File: config.mk
export PLATFORM = sky130hd
export DESIGN_NAME = gate_sweep_ctrl
export DESIGN_NICKNAME = d
export VERILOG_FILES = /design/src/rtl/gate_sweep_pkg.sv /design/src/rtl/gate_sweep_ctrl.sv
export SDC_FILE = /design/constraint.sdc
export NUM_CORES = 1
export LEC_CHECK = 0
export BUFFER_PORTS_ARGS = -buffer_cell sky130_fd_sc_hd__buf_2
export CAP_MARGIN = 10
export CORE_MARGIN = 10
export CORE_UTILIZATION = 40
export CTS_CLUSTER_DIAMETER = 120
export DETAILED_ROUTE_END_ITERATION = 12
export GPL_TIMING_DRIVEN = 0
export PLACE_DENSITY_LB_ADDON = 0.05
export SYNTH_ARGS = -nofsm -noshare
export SYNTH_HDL_FRONTEND = slang
export SYNTH_SLANG_ARGS = --single-unit
export TNS_END_PERCENT = 30
File: constraint.sdc
create_clock -name clk -period 4.3 [get_ports clk]
set_input_delay 0.645 -clock clk [delete_from_list [all_inputs] [get_ports clk]]
set_output_delay 0.645 -clock clk [all_outputs]
set_load 0.01 [all_outputs]
File: src/rtl/gate_sweep_pkg.sv
// gate_sweep_pkg: shared state encoding and sizing for the gate sweep sequencer
package gate_sweep_pkg;
  typedef enum logic [1:0] {IDLE, DRIVE, DONE} state_t;
  localparam int NUM_COMBOS = 4;
  localparam int IDX_W = 2;
endpackage

File: src/rtl/gate_sweep_ctrl.sv
// gate_sweep_ctrl: drives all four input combinations of a 2-input gate and checks its truth table
module gate_sweep_ctrl
  import gate_sweep_pkg::*;
#(
  parameter int DWELL = 2
) (
  input  logic                  clk,
  input  logic                  rst_n,
  input  logic                  start,
  input  logic                  abort,
  input  logic [NUM_COMBOS-1:0] expected,
  output logic                  gate_a,
  output logic                  gate_b,
  input  logic                  gate_out,
  output logic                  busy,
  output logic                  done,
  output logic [NUM_COMBOS-1:0] table_q,
  output logic [NUM_COMBOS-1:0] mismatch,
  output logic                  pass
);
  localparam int CW = DWELL > 1 ? $clog2(DWELL) : 1;
  if (DWELL < 1) begin : g_dwell_chk
    $error("gate_sweep_ctrl: DWELL must be >= 1");
  end
  state_t state, nxt;
  logic [IDX_W-1:0] idx, idx_d;
  logic [CW-1:0] cnt, cnt_d;
  logic [NUM_COMBOS-1:0] exp_q, tbl_d, mis_d;
  logic acc, smp, fin, pass_d, busy_d, done_d, ga_d, gb_d;
  assign acc = state == IDLE && start && !abort;
  assign smp = state == DRIVE && !abort && cnt == CW'(DWELL - 1);
  assign fin = smp && idx == IDX_W'(NUM_COMBOS - 1);
  always_ff @(posedge clk or negedge rst_n)
    if (!rst_n) state <= IDLE;
    else state <= nxt;
  always_comb nxt = abort ? IDLE : acc ? DRIVE : fin ? DONE : state == DONE ? IDLE : state;
  // gate inputs follow the next index so each combination appears on the edge it becomes current
  always_comb begin
    idx_d = acc ? '0 : smp && !fin ? idx + 1'b1 : idx;
    cnt_d = acc || smp ? '0 : state == DRIVE && !abort ? cnt + 1'b1 : cnt;
    tbl_d = acc ? '0 : table_q;
    if (smp) tbl_d[idx] = gate_out;
    mis_d = acc ? '0 : fin ? tbl_d ^ exp_q : mismatch;
    pass_d = acc ? 1'b0 : fin ? tbl_d == exp_q : pass;
    busy_d = nxt != IDLE;
    done_d = nxt == DONE;
    ga_d = busy_d & idx_d[0];
    gb_d = busy_d & idx_d[1];
  end
  always_ff @(posedge clk or negedge rst_n)
    if (!rst_n) begin
      idx      <= '0;
      cnt      <= '0;
      exp_q    <= '0;
      table_q  <= '0;
      mismatch <= '0;
      pass     <= 1'b0;
      busy     <= 1'b0;
      done     <= 1'b0;
      gate_a   <= 1'b0;
      gate_b   <= 1'b0;
    end else begin
      idx      <= idx_d;
      cnt      <= cnt_d;
      exp_q    <= acc ? expected : exp_q;
      table_q  <= tbl_d;
      mismatch <= mis_d;
      pass     <= pass_d;
      busy     <= busy_d;
      done     <= done_d;
      gate_a   <= ga_d;
      gate_b   <= gb_d;
    end
endmodule

== Word level (Yosys, flattened, before mapping) ==
Cells that the tools add are included.
Cells by class
  muxes and demuxes: 17
  $lt $le $gt $ge: 2
  add/sub/neg operators: 2
  equal/unequal tests: 5
  reduce and logical (&&, ||, !) cells: 14
  bitwise operators: 3
Operators by type and width (number)
  $mux W4: 4
  $mux W2: 6
  $logic_and A1 B1 Y1: 7
  $eq A2 B2 Y1 const B: 3
  $reduce_bool A2 Y1: 3
  $mux W1: 5
  $bwmux W4: 1
  $eq A4 B4 Y1: 1
  $xor A4 B4 Y4: 1
  $lt A2 B3 Y1 const B: 1
  $add A2 B1 Y2 const B: 1
  $and A1 B1 Y1: 2
  $demux W1 S2: 1
  $eq A2 B1 Y1 const B: 1
  $ge A2 B1 Y1 const B: 1
  $logic_not A1 Y1: 2
  $logic_not A2 Y1: 1
  $add A1 B1 Y1 const B: 1
  $logic_or A1 B1 Y1: 1
Storage, ports and cells
  input port bits: 9
  word-level logic and storage cells: 54
  output and inout bits: 13
  register bits after elaboration: 22

== Longest topological paths before layout ==
  depth in word-level cells: 9
  mapped depth: 7
  depth with buffers taken out: 6

== Worst setup path after synthesis ==
Ideal clock, no wire load.
  path type: input to register
  from: in abort
  to: reg pass
  setup time: 92 ps
  setup slack: 2358 ps
  arrival: 1850 ps
  stages: 7
  path through: buf_6 and4bb_1 buf_6 a211o_1 nand3b_1 a311o_1 o31ai_2
Between the ends
  cells in the longest elaborated chain, start to end: 8
  elaborated cells on any way between the ends: 12
  classes of those cells: eq/ne (1); mux (5); reduce/logical (6)
RTL lines
  start, declared: line gate_sweep_ctrl.sv:10  | input logic abort,
  $logic_not A1 Y1 *: line gate_sweep_ctrl.sv:30, gate_sweep_ctrl.sv:31
  $logic_and A1 B1 Y1: line gate_sweep_ctrl.sv:30  | assign acc = state == IDLE && start && !abort;
  $mux W4: line gate_sweep_ctrl.sv:41  | tbl_d = acc ? '0 : table_q;
  $bwmux W4: line gate_sweep_ctrl.sv:42  | if (smp) tbl_d[idx] = gate_out;
  $mux W4: line gate_sweep_ctrl.sv:42
  $eq A4 B4 Y1: line gate_sweep_ctrl.sv:44  | pass_d = acc ? 1'b0 : fin ? tbl_d == exp_q : pass;
  $mux W1 (2 in a row): line gate_sweep_ctrl.sv:44
  end signal, assigned: line gate_sweep_ctrl.sv:68  | pass <= pass_d;
  end, declared: line gate_sweep_ctrl.sv:19  | output logic pass
Mark *: on every way between the ends. The rest lies on a longest branch, timed or not. The select of a mux whose other input is x is not followed.
A chain may end at the register's enable or synchronous reset.

== Final worst setup path ==
  from: reg state[0]
  to: reg pass
Between the ends
  cells in the longest elaborated chain, start to end: 9
  elaborated cells on any way between the ends: 14
  classes of those cells: eq/ne (2); mux (5); reduce/logical (7)
RTL lines
  start, declared: line gate_sweep_ctrl.sv:25  | state_t state, nxt;
  start signal, assigned: line gate_sweep_ctrl.sv:35  | else state <= nxt;
  $logic_not A2 Y1: line gate_sweep_ctrl.sv:30
  $logic_and A1 B1 Y1 (2 in a row): line gate_sweep_ctrl.sv:30
  $mux W4: line gate_sweep_ctrl.sv:41
  $bwmux W4: line gate_sweep_ctrl.sv:42
  $mux W4 *: line gate_sweep_ctrl.sv:42
  net tbl_d[0]: line gate_sweep_ctrl.sv:28  | logic [NUM_COMBOS-1:0] exp_q, tbl_d, mis_d;
  $eq A4 B4 Y1 *: line gate_sweep_ctrl.sv:44
  $mux W1 * (2 in a row): line gate_sweep_ctrl.sv:44
The timed path passes the listed nets; every way through them passes the cells marked *. The select of a mux whose other input is x is not followed.

==> flow_summary_export.csv <==
group,metric,value,unit
synth,syn_inst,102,
drt,wirelength,2260,um
drt,drt_iter0_drc,54,
cts,cts_resized,0,
place,portBuffers,20,
worst_setup_path,cp_cell_sequence,"buf_4 -> and4bb_1 -> buf_6 -> and3_2 -> a31o_2 -> xor2_1 -> o31ai_2",
cts,htree_levels,1,
global_route,antenna_found_initial,0,
timing,worst_pin_slew,0.502,ns
layout,finalInstanceArea,1200,um2
worst_setup_path,critPathMaxStageDelay,0.38,ns
synth,synth-main-ff-cell,"dfrtp_1",
worst_setup_path,crit_buf_inv,2,
die,rows,18,
timing,period_share,0.411,
synth,synth-async-reset-ratio,1.00,
synth,synth_edf_count,0,
die,die_y,71.0,um
global_route,grt_overflow,0,
global_route,grt_max_degree,23,
cts,clock-sinks,22,
synth,synth_most_common_cell,"dfrtp_1",
timing,hold_violations,0,
power_and_ir_drop,p_leak,0.662,nW
worst_setup_path,critPathCaptureType,"flip-flop",
global_route,track_usage,0.0912,
timing,tns,0,ns
synth,synth_fp_nets,115,
drt,drt_drc_violations_left,0,
worst_setup_path,path_class,"reg2reg",
cts,clockRootBuffer,"clkbuf_4",
worst_setup_path,cp_slowest_cell,"dfrtp_1",
die,initial_core_util,0.420,
cts,clk_pin_slew,0.12,ns
place,gp_congestion,0.764,
place,dp_hpwl,1710,um
worst_setup_path,timing.rr.end,"pass",
synth,ys_ff_latch,22,
timing,holdWs,0.293,ns
cts,cts_buffers,3,
timing,slew_headroom,0.665,
drt,met3RoutedLength,151,um
timing,timing.final.max_slew_violations,0,
drt,wl_per_cell,14.6,um
layout,fin_nets,140,
timing,rsz0062_at_grt,"no",
worst_setup_path,path_max_fanout,9,
flow_run,cap_violations,0,
layout,syn_to_final_growth,15.4,%
worst_setup_path,start_kind,"flip-flop",
synth,synth_top_area_share,0.529,
place,place_area,1180,um2
cts,clk_latency,0.30,ns
die,fp.dieW,71.0,um
drt,vias_per_cell,5.14,
worst_setup_path,worst-r2r-cell-count,7,
synth,avgSynthCellArea,10.2,um2
global_route,grt_pass1_wl,3820,um
drt,wl_met2,1030,um
synth,netlist_top_cells_count,"dfrtp_1, nand2_1, nand3_1, nor2_1, inv_1",
drt,top_layer_used,"met4",
synth,ys_seq_area_frac,0.529,
worst_setup_path,ff2ff_setup_slack,2.53,ns
timing,min_period,1.77,ns
global_route,grt_pass1_vias,794,
worst_setup_path,timing.rr.start,"state[0]",
layout,drive_above_1_share,0.256,
power_and_ir_drop,ir_drop,0.177,mV
synth,yosys.cell_types.count,27,
power_and_ir_drop,powerDensity,304,nW/um2
cts,cts_buffer_depth,2,
synth,ys_warn_count,0,
synth,synth_top_area_cell,"dfrtp_1",
drt,wl_met1,1070,um
worst_setup_path,worstPathArrival,1.99,ns
die,dieArea,5040,um2
drt,ant_nets,0,
drt,drt-pass1-iter-count,4,
synth,syn_area,1040,um2
layout,antennaDiodeCount,0,
cts,post-cts-setup-buffer-count,0,
die,io_pins,22,
cts,cts_tree,"built",
timing,fmax,0.566,GHz
worst_hold_path,hold_path_class,"in2async",
synth,ys_top_cells_by_area,"dfrtp_1, nand2_1, ha_1",
timing,finClkSkew,0.00168,ns
worst_setup_path,crit_family,"compound AO/OA/AOI/OAI gates",
status,outcome,"complete, no violations",
die,coreArea,2480,um2
worst_setup_path,critPathRequiredTime,4.52,ns
drt,vias,796,
cts,cts_hold_buf,0,
timing,setup_viol_count_final,0,
[flip-flops by register name, summed over array words and instances (netlist names)]
register,flops
gate_b,1
idx,2
state,2
done,1
table_q,4
exp_q,4
pass,1
cnt,1
mismatch,4
gate_a,1
busy,1
[layout make-up]
class,instances,area [um2]
buffer,6,41.3
clock buffer,3,22.5
fill,255,1280
inverter,5,18.8
multi-input combinational,69,429
sequential,22,551
tap,30,37.5
timing repair buffer,20,100
[worst max-delay path by stage]
stage | start | to | slack [ns] | cells past startpoint
detailed placement | abort | pass | 2.26 | 7
floorplan | abort | pass | 2.36 | 7
finish | state[0] | pass | 2.53 | 7
global route | state[0] | pass | 2.48 | 7
CTS | state[0] | pass | 2.52 | 7
global placement | abort | pass | 2.29 | 7
[routing by layer]
metal | vias up | GRT usage
met5 | - | 0
met4 | 0 | 0.0387
met3 | 2 | 0.0293
met2 | 18 | 0.136
met1 | 382 | 0.117
li1 | 394 | -
[report_power, final]
part | switching [mW] | leakage [nW] | internal, mW
clock | 0.0602 | 0.0138 | 0.0326
sequential | 0.00812 | 0.298 | 0.217
combinational | 0.0289 | 0.350 | 0.0184
total | 0.0972 | 0.662 | 0.268
[placed cells by master, fill, tap and decap left out, types with 2 or more instances in the layout]
cell,count
a21o_1,2
buf_6,2
nand4_1,3
clkbuf_4,3
o21ai_0,4
nor2_1,6
ha_1,4
dfrtp_1,22
xor2_1,2
buf_2,20
xnor2_1,2
a31o_2,2
nor4_1,2
nand3_1,6
nand2_1,21
and3_1,3
a21oi_1,2
clkbuf_1,3
inv_1,5
nand3b_1,2
[stage by stage]
step           utilization  worst slack, ns  std cells  total power [mW]
6_report             0.484             2.53        155             0.365
5_1_grt              0.484             2.48        155             0.387
4_1_cts              0.484             2.52        155             0.372
3_5_place_dp         0.475             2.26        152             0.277
3_3_place_gp         0.475             2.29        152             0.276
2_1_floorplan            -             2.36        102             0.259
[cell families (layout without fill, tap and decap cells)]
logic type      count (synthesis)  count (layout)  share of synthesized area
compound gates                 13              13                     0.0903
xor+xnor                        4               4                     0.0337
fa+ha+maj                       4               4                     0.0481
buf+inv                        11              34                     0.0578
flops                          22              22                      0.529
mux                             1               1                    0.00963
simple gates                   47              47                      0.231
Power figures use the tool's default switching activity.
